File: src/rtl/regfile_write_arbiter.sv
// Round-robin arbiter that funnels four register-file write requesters into a
// single write port, one committed write per two clock cycles.
//
// state | meaning
// ------+--------------------------------------------------------------
// IDLE  | waiting for req != 0; winner's index/address/data latched on exit
// WRITE | latched write driven to the register file, ack pulsed to winner
module regfile_write_arbiter #(
  parameter int unsigned DATA_W  = 32,
  parameter bit          R0_ZERO = 1'b1
) (
  input  logic                  clk,
  input  logic                  clear,
  input  logic [3:0]            req,
  input  logic [15:0]           req_addr,
  input  logic [4*DATA_W-1:0]   req_data,
  output logic [3:0]            ack,
  output logic [15:0]           wr_en,
  output logic [DATA_W-1:0]     wr_data,
  output logic                  busy,
  output logic                  r0_drop,
  output logic [15:0]           commit_cnt
);

  typedef enum logic {IDLE, WRITE} state_t;

  state_t              state_q, state_d;
  logic [1:0]          ptr_q;
  logic [1:0]          win_q;
  logic [3:0]          addr_q;
  logic [DATA_W-1:0]   data_q;
  logic [15:0]         cnt_q;

  logic                grant_vld;
  logic [1:0]          grant_idx;
  logic [1:0]          cand;
  logic                is_r0;

  // Scan from the farthest offset down so the closest requester to ptr wins.
  always_comb begin
    grant_vld = 1'b0;
    grant_idx = ptr_q;
    cand      = ptr_q;
    for (int k = 3; k >= 0; k--) begin
      cand = ptr_q + 2'(k);
      if (req[cand]) begin
        grant_vld = 1'b1;
        grant_idx = cand;
      end
    end
  end

  always_comb begin
    state_d = state_q;
    case (state_q)
      IDLE:    if (grant_vld) state_d = WRITE;
      WRITE:   state_d = IDLE;
      default: state_d = IDLE;
    endcase
  end

  // Outputs decode purely from state and latched values, so an async clear
  // kills an in-flight write in the same instant.
  always_comb begin
    busy    = (state_q == WRITE);
    is_r0   = R0_ZERO && (addr_q == 4'd0);
    ack     = busy ? (4'b0001 << win_q) : 4'b0000;
    wr_en   = (busy && !is_r0) ? (16'h0001 << addr_q) : 16'h0000;
    wr_data = busy ? data_q : '0;
    r0_drop = busy && is_r0;
  end

  assign commit_cnt = cnt_q;

  always_ff @(posedge clk or negedge clear) begin
    if (!clear) begin
      state_q <= IDLE;
      ptr_q   <= 2'd0;
      win_q   <= 2'd0;
      addr_q  <= 4'd0;
      data_q  <= '0;
      cnt_q   <= 16'd0;
    end else begin
      state_q <= state_d;
      if (state_q == IDLE && grant_vld) begin
        win_q  <= grant_idx;
        addr_q <= req_addr[grant_idx*4 +: 4];
        data_q <= req_data[grant_idx*DATA_W +: DATA_W];
      end
      if (state_q == WRITE) begin
        ptr_q <= win_q + 2'd1;
        if (cnt_q != 16'hFFFF) cnt_q <= cnt_q + 16'd1;
      end
    end
  end

endmodule

File: config.mk
export PLATFORM = sky130hd
export DESIGN_NAME = regfile_write_arbiter
export DESIGN_NICKNAME = d
export VERILOG_FILES = /design/src/rtl/regfile_write_arbiter.sv
export SDC_FILE = /design/constraint.sdc
export NUM_CORES = 1
export LEC_CHECK = 0
export BUFFER_PORTS_ARGS = -buffer_cell sky130_fd_sc_hd__buf_4
export CORE_MARGIN = 1.5
export CORE_UTILIZATION = 40
export DETAILED_ROUTE_END_ITERATION = 10
export GPL_ROUTABILITY_DRIVEN = 0
export PLACE_DENSITY = 0.8
export SLEW_MARGIN = 20
export SYNTH_ARGS = -nofsm -noshare
export SYNTH_HDL_FRONTEND = slang
export SYNTH_SLANG_ARGS = --single-unit
File: constraint.sdc
create_clock -name clk -period 1.9 [get_ports clk]
set_input_delay 0.285 -clock clk [delete_from_list [all_inputs] [get_ports clk]]
set_output_delay 0.285 -clock clk [all_outputs]
set_load 0.01 [all_outputs]
== Word level (Yosys, flattened, before mapping) ==
Index checks and enable logic that the tools add are counted.

* Add/subtract/negate cells: 5
* Order comparisons: 4
* Eq/ne operators: 1
* Shift-type cells: 4
* Muxes and demuxes: 21
* Bitwise logic cells: 1
* Reductions and logical operators: 6

{| class="wikitable"
|+ Operators by type and width
! cell !! number
|-
| $shiftx 128x8->32 || 1
|-
| $mux 32 || 1
|-
| $add 16x1->16 const B || 1
|-
| $mux 16 || 1
|-
| $ne 16x16->1 const B || 1
|-
| $shiftx 16x5->4 || 1
|-
| $shl 1x4->16 const A || 1
|-
| $lt 2x3->1 const B || 4
|-
| $mux 1 || 9
|-
| $bmux 1 s2 || 4
|-
| $mux 2 || 4
|-
| $add 2x1->2 const B || 2
|-
| $add 2x2->2 const B || 2
|-
| $logic_not 4->1 || 1
|-
| $mux 4 || 1
|-
| $shl 1x2->4 const A || 1
|-
| $logic_and 1x1->1 || 3
|-
| $pmux 1 s2 || 1
|-
| $reduce_and 2->1 || 1
|-
| $logic_not 1->1 || 1
|-
| $not 1->1 || 1
|}

* Register bits after elaboration: 57
* Input port bits: 150
* Output and inout bits: 70
* Logic and storage cells: 48

== Logic depth before layout (Yosys ltp) ==
Gate-level depths: netlist (run 1).

* Word-level depth: 9
* Mapped depth: 7
* Gate-level depth less buffers: 6

== Worst setup path before layout (run 1) ==
OpenSTA, ideal clock, no wires.

* Path type: register to register
* From: register ptr_q[1]
* To: register data_q[28]
* Setup time: 0.148 ns
* Arrival time: 1.673 ns
* Data required time: 1.752 ns
* Setup slack: 0.080 ns
* Cell stages (with the launch flop): 8
* Buffers on the path: 2
* Clock period less this slack: 1.820 ns
* Cell sequence: dfrtp_1 -> buf_4 -> o22ai_1 -> a221oi_4 -> nand2_4 -> buf_2 -> a2111oi_0 -> a211oi_1

* Cells in the longest elaborated chain, start to end: 8

{| class="wikitable"
|+ Ends and longest elaborated chain
! item !! RTL line !! RTL
|-
| start, declared || 28 || <nowiki>logic [1:0] ptr_q;</nowiki>
|-
| start signal, assigned || 91 || <nowiki>ptr_q <= win_q + 2'd1;</nowiki>
|-
| $add 2x2->2 || 45 || <nowiki>cand = ptr_q + 2'(k);</nowiki>
|-
| $bmux 1 s2 || 46 || <nowiki>if (req[cand]) begin</nowiki>
|-
| $mux 1 (implied by the code) || 46 ||
|-
| $mux 2 / $mux 1 (equally long branches) (4 in a row) || 46 ||
|-
| $shiftx 128x8->32 / $logic_and 1x1->1 (equally long branches) || 88, 85 ||
|-
| end signal, assigned || 88 || <nowiki>data_q <= req_data[grant_idx*DATA_W +: DATA_W];</nowiki>
|-
| end, declared || 31 || <nowiki>logic [DATA_W-1:0] data_q;</nowiki>
|}

Several ways; a longest one is shown, not always the timed one. The select of a mux whose other input is x is not followed.
A chain may end at the register's enable or synchronous reset.

== Worst setup path in the final report (run 1) ==
* From: register ptr_q[0]
* To: register addr_q[0]

* Cells in the longest elaborated chain, start to end: 8

{| class="wikitable"
|+ Ends and longest elaborated chain
! item !! RTL line !! RTL
|-
| $add 2x2->2 || 45 ||
|-
| $bmux 1 s2 || 46 ||
|-
| $mux 1 (implied by the code) || 46 ||
|-
| $mux 2 / $mux 1 (equally long branches) (4 in a row) || 46 ||
|-
| $shiftx 16x5->4 / $logic_and 1x1->1 (equally long branches) || 87, 85 ||
|-
| end signal, assigned || 87 || <nowiki>addr_q <= req_addr[grant_idx*4 +: 4];</nowiki>
|-
| end, declared || 30 || <nowiki>logic [3:0] addr_q;</nowiki>
|}

Several ways; a longest one is shown, not always the timed one. The select of a mux whose other input is x is not followed.

==> results.sh, run 1 <==
export IMPL_run_status="complete, but fails checks"
export IMPL_violations="setup timing"
export IMPL_rows=35
export IMPL_switching_power_mw=3.74
export IMPL_highest_fanout_seen_on_the_critical_path=6
export IMPL_rr_worst_depth=9
export IMPL_seq_power_share_pct=23.2
export IMPL_htree_levels=3
export IMPL_grt_setup_unrepaired="true"
export IMPL_fin_crit_ps=1990
export IMPL_utilization_pct=76.0
export IMPL_yosys_area_top_type_share_pct=37.3
export IMPL_synth_area_per_cell_um2=9.30
export IMPL_hpwl_um=9550
export IMPL_cts_root_to_sink_buffers=2
export IMPL_synth_sequential_area_ratio_pct=37.3
export IMPL_cts_tree="built"
export IMPL_clockPowerShare_pct=15.3
export IMPL_place_inst=753
export IMPL_worstHoldPathType="input pin to async pin"
export IMPL_first_global_vias=4287
export IMPL_routed_wire_length_per_instance_um=19.6
export IMPL_groute_layer_met2_usage_pct=46.0
export IMPL_maximum_number_of_pins_on_one_net_before_global_route_repair=58
export IMPL_ir_drop_v=0.000718
export IMPL_async_reset_ff_share_pct=100
export IMPL_dieHeight_um=101
export IMPL_max_freq_ghz=0.502
export IMPL_post_route_cells_drive_above_1_share_pct=55.3
export IMPL_use_met3_pct=3.95
export IMPL_drt_pass_1_iters=4
export IMPL_number_of_design_rule_violations_left_after_detail_routing=0
export IMPL_grt_antenna_before_repair=0
export IMPL_dr_total_vias=4431
export IMPL_start_util_pct=41.4
export IMPL_finalInstanceArea_um2=7020
export IMPL_worst_clock_skew_ps=6.70
export IMPL_cellPowerDensity_nw_per_um2=1310
export IMPL_min_period_over_period_pct=105
export IMPL_antenna_fix_cells=0
export IMPL_initialDrtViolationCount=150
export IMPL_route_final_wire_length_um=15400
export IMPL_synthDistinctLibCells=42
export IMPL_internal_power_mw=5.44
export IMPL_clk_pin_slew_worst_paths_ps=70
export IMPL_cts_buffers_inserted=9
export IMPL_timing_critical_path_from_type="flop"
export IMPL_syn_nets=566
export IMPL_viasPerCell=5.64
export IMPL_cellLeakagePower_nw=3.13
export IMPL_flow_area_growth_from_synthesis_pct=83.6
export IMPL_nets=807
export IMPL_hold_buffers=0
export IMPL_final_hold_viol_count=0
export IMPL_data_required_time_at_the_worst_endpoint_ps=2120
export IMPL_non_filler_cells_final=786
export IMPL_clk_insertion_delay_late_ps=330
export IMPL_post_synth_instance_area_um2=3820
export IMPL_synth_edf_count=0
export IMPL_ant_nets=0
export IMPL_clk_root_buffer_cell="sky130_fd_sc_hd__clkbuf_8"
export IMPL_slew_violations=0
export IMPL_postSynthRegisterBits=57
export IMPL_maxSlewHeadroom_pct=49.3
export IMPL_transition_at_the_pin_with_the_smallest_max_transition_slack_ps=761
export IMPL_pre_cts_slack_ps=-361
export IMPL_timing_final_setup_violations=32
export IMPL_ios=220
export IMPL_placed_cell_area_um2=5750
export IMPL_worstPathArrival_ps=2210
export IMPL_fp_coreArea_um2=9240
export IMPL_post_synth_most_frequent_cells="sky130_fd_sc_hd__dfrtp_1 (57), sky130_fd_sc_hd__nor2_1 (54), sky130_fd_sc_hd__and2_1 (38), sky130_fd_sc_hd__and3_1 (37)"
export IMPL_clock_sink_count=57
export IMPL_gate_count_of_the_mapped_netlist=411
export IMPL_comb_power_share_pct=61.5
export IMPL_power_switching_fraction_pct=40.8
export IMPL_port_buffers=218
export IMPL_finalSetupTns_ps=-1310
export IMPL_gr_usage_met1_pct=32.0
export IMPL_globalRouteTotalUtil_pct=26.1
export IMPL_total_power_mw=9.18
export IMPL_maxCapViolations=0
export IMPL_grt_pass1_wl_um=20700
export IMPL_setup_worst_path_end_class="flop"
export IMPL_post_synth_top_flop="sky130_fd_sc_hd__dfrtp_1"
export IMPL_globalRoute_totalOverflow=0
export IMPL_die_area_um2=10200
export IMPL_worst_setup_path_type="flop to flop"
export IMPL_synthesis_yosys_warnings=0
export IMPL_setup_slack_ps=-92.9
export IMPL_most_heavily_used_metal_layer_in_global_routing="met2"
export IMPL_top_area_cells_in_the_synthesized_netlist="sky130_fd_sc_hd__dfrtp_1 (37%), sky130_fd_sc_hd__mux2i_1 (9.4%), sky130_fd_sc_hd__a2111oi_0 (7.6%), sky130_fd_sc_hd__a211oi_1 (7.1%), sky130_fd_sc_hd__and2_1 (6.2%)"
export IMPL_whs_ps=16.6
export IMPL_yosysTopAreaCell="sky130_fd_sc_hd__dfrtp_1"
export IMPL_die_w_um=101
export IMPL_synthMostInstantiatedCell="sky130_fd_sc_hd__dfrtp_1"
==> layout by cell type, fill, tap and decap left out, types with 4 or more instances in the layout <==
| cell type | n |
|---|---|
| sky130_fd_sc_hd__nand2b_1 | 4 |
| sky130_fd_sc_hd__a211oi_1 | 15 |
| sky130_fd_sc_hd__mux2i_1 | 27 |
| sky130_fd_sc_hd__buf_6 | 8 |
| sky130_fd_sc_hd__mux2i_2 | 8 |
| sky130_fd_sc_hd__a2111oi_2 | 10 |
| sky130_fd_sc_hd__ha_1 | 5 |
| sky130_fd_sc_hd__clkbuf_16 | 4 |
| sky130_fd_sc_hd__nand3_1 | 6 |
| sky130_fd_sc_hd__a2111oi_4 | 27 |
| sky130_fd_sc_hd__nor3_1 | 5 |
| sky130_fd_sc_hd__buf_12 | 5 |
| sky130_fd_sc_hd__buf_4 | 238 |
| sky130_fd_sc_hd__a211oi_2 | 21 |
| sky130_fd_sc_hd__clkbuf_8 | 10 |
| sky130_fd_sc_hd__nand2_1 | 11 |
| sky130_fd_sc_hd__nand4_1 | 4 |
| sky130_fd_sc_hd__xnor2_1 | 11 |
| sky130_fd_sc_hd__nor2_1 | 54 |
| sky130_fd_sc_hd__buf_8 | 7 |
| sky130_fd_sc_hd__dfrtp_1 | 55 |
| sky130_fd_sc_hd__and2_1 | 38 |
| sky130_fd_sc_hd__and3_1 | 37 |
==> timing repair <==
action / in CTS / in global routing
gates cloned: 0 / 7
hold endpoints to repair: 0 / 0
gates resized for setup: 59 / 100
endpoints found under the setup margin: 37 / 36
setup buffers: 3 / 8
pin swaps: 5 / 54
==> area by class of cell <==
| type | count | area, um2 |
|---|---|---|
| multi-input combinational | 318 | 2990 |
| fill | 603 | 2220 |
| timing repair buffer | 262 | 2180 |
| sequential | 57 | 1430 |
| tap | 129 | 161 |
| clock buffer | 10 | 138 |
| clock inverter | 6 | 105 |
| inverter | 4 | 15.0 |
==> path summary, 6_finish.rpt <==
path                            slack (ps)                         end                       start
worst min register to register         490  commit_cnt[15]$_DFFE_PN0P_  commit_cnt[15]$_DFFE_PN0P_
worst max register to register         -90       addr_q[0]$_DFFE_PN0P_        ptr_q[0]$_DFFE_PN0P_
max in group asynchronous             1330        ptr_q[1]$_DFFE_PN0P_                       clear
worst min-delay path                    20      data_q[21]$_DFFE_PN0P_                       clear
min in group clk                       300      data_q[31]$_DFFE_PN0P_                req_data[63]
worst max-delay path                   -90       addr_q[0]$_DFFE_PN0P_        ptr_q[0]$_DFFE_PN0P_
==> critical path, cell delays in order (launching register included) <==
cell and delay [ps]:
sky130_fd_sc_hd__dfrtp_2 400, sky130_fd_sc_hd__buf_6 110, sky130_fd_sc_hd__o22ai_4 70, sky130_fd_sc_hd__a221oi_4 310, sky130_fd_sc_hd__buf_6 190, sky130_fd_sc_hd__nand2_8 100, sky130_fd_sc_hd__buf_12 200, sky130_fd_sc_hd__buf_6 120
sky130_fd_sc_hd__mux2i_2 150, sky130_fd_sc_hd__a211oi_1 230
==> per-layer routing <==
layer | vias up | routed length, um
met5 | - | 0
met4 | 0 | 341
met3 | 31 | 840
met2 | 192 | 8160
met1 | 2198 | 6060
li1 | 2010 | -
==> state kept, by name, summed over array words and instances (netlist names) <==
signal and cells:
win_q 2, data_q 32, busy 1, addr_q 4
ptr_q 2, commit_cnt 16
==> power groups by stage <==
stage | clock [mW] | sequential [mW] | combinational [mW]
after floorplan | 0 | 2.02 | 2.21
after global placement | 0 | 2.07 | 3.74
final | 1.41 | 2.13 | 5.64
after detailed placement | 0 | 2.11 | 3.83
after global routing | 1.48 | 2.21 | 5.96
after CTS | 1.43 | 2.10 | 4.24
==> cells by family after synthesis <==
kind of cell,count (synthesis),share of synthesized area (%)
and+or+nand+nor,174,24.4
muxes,38,10.0
other,1,0.0981
DFF,57,37.3
adders and majority gates,5,1.64
xor gates and xnor gates,14,3.21
buffers and inverters,38,4.32
AOI/OAI and AO/OA,84,19.0
(Power assumes the default switching activity.)
==> run 2, diff against run 1 <==
Settings changed: ABC_CLOCK_PERIOD_IN_PS set to 1900, RECOVER_POWER set to 25.
==> results.sh, run 2 (synthesis results as in run 1) <==
export IMPL_clock_sink_count=57
export IMPL_final_common_cell="sky130_fd_sc_hd__buf_4"
export IMPL_run_status="complete, but fails checks"
export IMPL_transition_at_the_pin_with_the_smallest_max_transition_slack_ps=1490
export IMPL_port_buffers=218
export IMPL_rows=35
export IMPL_ios=220
export IMPL_worst_setup_path_type="flop to flop"
export IMPL_first_global_vias=4287
export IMPL_cts_root_to_sink_buffers=2
export IMPL_routed_wire_length_per_instance_um=19.6
export IMPL_drt_pass_1_iters=4
export IMPL_clk_root_buffer_cell="sky130_fd_sc_hd__clkbuf_8"
export IMPL_data_required_time_at_the_worst_endpoint_ps=2120
export IMPL_maxSlewHeadroom_pct=0.562
export IMPL_rr_worst_depth=9
export IMPL_fillers=602
export IMPL_htree_levels=3
export IMPL_antenna_fix_cells=0
export IMPL_maxCapViolations=0
export IMPL_fin_crit_ps=1990
export IMPL_viasPerCell=5.64
export IMPL_fp_coreArea_um2=9240
export IMPL_non_filler_cells_final=786
export IMPL_route_final_wire_length_um=15400
export IMPL_globalRoute_totalOverflow=0
export IMPL_hpwl_um=9550
export IMPL_cellLeakagePower_nw=3.12
export IMPL_placed_cell_area_um2=5750
export IMPL_dieHeight_um=101
export IMPL_globalRouteTotalUtil_pct=26.1
export IMPL_number_of_design_rule_violations_left_after_detail_routing=0
export IMPL_finalInstanceArea_um2=7020
export IMPL_slew_violations=0
export IMPL_max_flop_register="data_q"
export IMPL_worst_clock_skew_ps=6.70
export IMPL_grt_antenna_before_repair=0
export IMPL_post_route_cells_drive_above_1_share_pct=55.3
export IMPL_worstPathArrival_ps=2210
export IMPL_worst_r2r_setup_slack_ps=-90
export IMPL_violations="setup timing"
export IMPL_cts_buffers_inserted=9
export IMPL_worst_r2r_endpoint="addr_q[0]$_DFFE_PN0P_"
export IMPL_die_w_um=101
export IMPL_final_hold_viol_count=0
export IMPL_utilization_pct=76.0
export IMPL_ir_drop_v=0.000718
export IMPL_worstHoldPathType="input pin to async pin"
export IMPL_max_freq_ghz=0.502
export IMPL_total_power_mw=9.18
export IMPL_highest_fanout_seen_on_the_critical_path=6
export IMPL_whs_ps=301
export IMPL_timing_critical_path_from_type="flop"
export IMPL_die_area_um2=10200
export IMPL_dr_total_vias=4431
export IMPL_register_area_um2=1430
export IMPL_min_period_over_period_pct=105
export IMPL_reg2reg_from="ptr_q[0]$_DFFE_PN0P_"
export IMPL_setup_slack_ps=-92.9
export IMPL_initialDrtViolationCount=150
export IMPL_cts_tree="built"
export IMPL_cellPowerDensity_nw_per_um2=1310
export IMPL_clk_insertion_delay_late_ps=330
export IMPL_multi_input_comb_area_um2=2990
export IMPL_grt_pass1_wl_um=20700
export IMPL_most_common_layout_cells="sky130_fd_sc_hd__buf_4 (237), sky130_fd_sc_hd__dfrtp_1 (55), sky130_fd_sc_hd__nor2_1 (54)"
export IMPL_flow_area_growth_from_synthesis_pct=83.6
export IMPL_nets=807
export IMPL_timing_final_setup_violations=32
export IMPL_place_inst=753
export IMPL_maximum_number_of_pins_on_one_net_before_global_route_repair=58
export IMPL_start_util_pct=41.4
export IMPL_hold_buffers=0
export IMPL_grt_setup_unrepaired="true"
export IMPL_setup_worst_path_end_class="flop"
export IMPL_largest_reg_flops=32
export IMPL_ant_nets=0
export IMPL_clk_pin_slew_worst_paths_ps=70
[run 2: cell types whose count changed in the layout (fill, tap and decap cells not counted)]
cell,before,now
sky130_fd_sc_hd__buf_4,238,237
sky130_fd_sc_hd__clkbuf_2,0,1
[run 2: how the worst max path moves through the flow]
| stage | startpoint | endpoint | slack, ps | depth (start not counted) |
|---|---|---|---|---|
| CTS | ptr_q[0]$_DFFE_PN0P_ | data_q[28]$_DFFE_PN0P_ | -120 | 8 |
| detailed placement | req[2] | data_q[3]$_DFFE_PN0P_ | -360 | 7 |
| global route | ptr_q[0]$_DFFE_PN0P_ | addr_q[0]$_DFFE_PN0P_ | -180 | 9 |
| floorplan | ptr_q[1]$_DFFE_PN0P_ | data_q[28]$_DFFE_PN0P_ | 80 | 7 |
| global placement | req[0] | data_q[10]$_DFFE_PN0P_ | -280 | 7 |
| finish | ptr_q[0]$_DFFE_PN0P_ | addr_q[0]$_DFFE_PN0P_ | -90 | 9 |
[run 2: critical path: stages, from the launching register on]
cell and delay [ps]:
sky130_fd_sc_hd__dfrtp_2 400, sky130_fd_sc_hd__buf_6 110, sky130_fd_sc_hd__o22ai_4 70, sky130_fd_sc_hd__a221oi_4 310
sky130_fd_sc_hd__buf_6 190, sky130_fd_sc_hd__nand2_8 100, sky130_fd_sc_hd__buf_12 200, sky130_fd_sc_hd__buf_6 120
sky130_fd_sc_hd__mux2i_2 150, sky130_fd_sc_hd__a211oi_1 230
[run 2: cell type report]
type	count	share of cell area, %
multi-input combinational	318	42.6
timing repair buffer	262	31.1
sequential	57	20.4
tap	129	2.30
clock buffer	10	1.96
clock inverter	6	1.50
inverter	4	0.214
[run 2: through the flow]
stage	worst slack, ps	TNS [ps]
final	-92.9	-1310
after global placement	-275	-8420
after CTS	-118	-2580
after global routing	-185	-4580
after detailed placement	-361	-10620
after floorplan	79.6	0
[run 2: what timing repair did]
action / CTS / global route
setup buffers: 3 / 8
endpoints found under the hold margin: 0 / 0
pin swaps: 5 / 54
resized for setup: 59 / 100
gates cloned: 0 / 7
setup endpoints to repair: 37 / 36
[run 2: per-layer routing]
| layer | vias to the layer above | routed length [um] | GRT usage, % |
|---|---|---|---|
| li1 | 2010 | - | - |
| met1 | 2198 | 6050 | 32.0 |
| met2 | 192 | 8160 | 46.0 |
| met3 | 31 | 840 | 3.95 |
| met4 | 0 | 341 | 10.1 |
| met5 | - | 0 | 0 |
[run 2: report_power, final]
| group | total, mW | internal [mW] | switching, mW |
|---|---|---|---|
| combinational | 5.64 | 2.82 | 2.83 |
| clock | 1.41 | 0.901 | 0.506 |
| sequential | 2.13 | 1.72 | 0.411 |
| total | 9.18 | 5.44 | 3.74 |
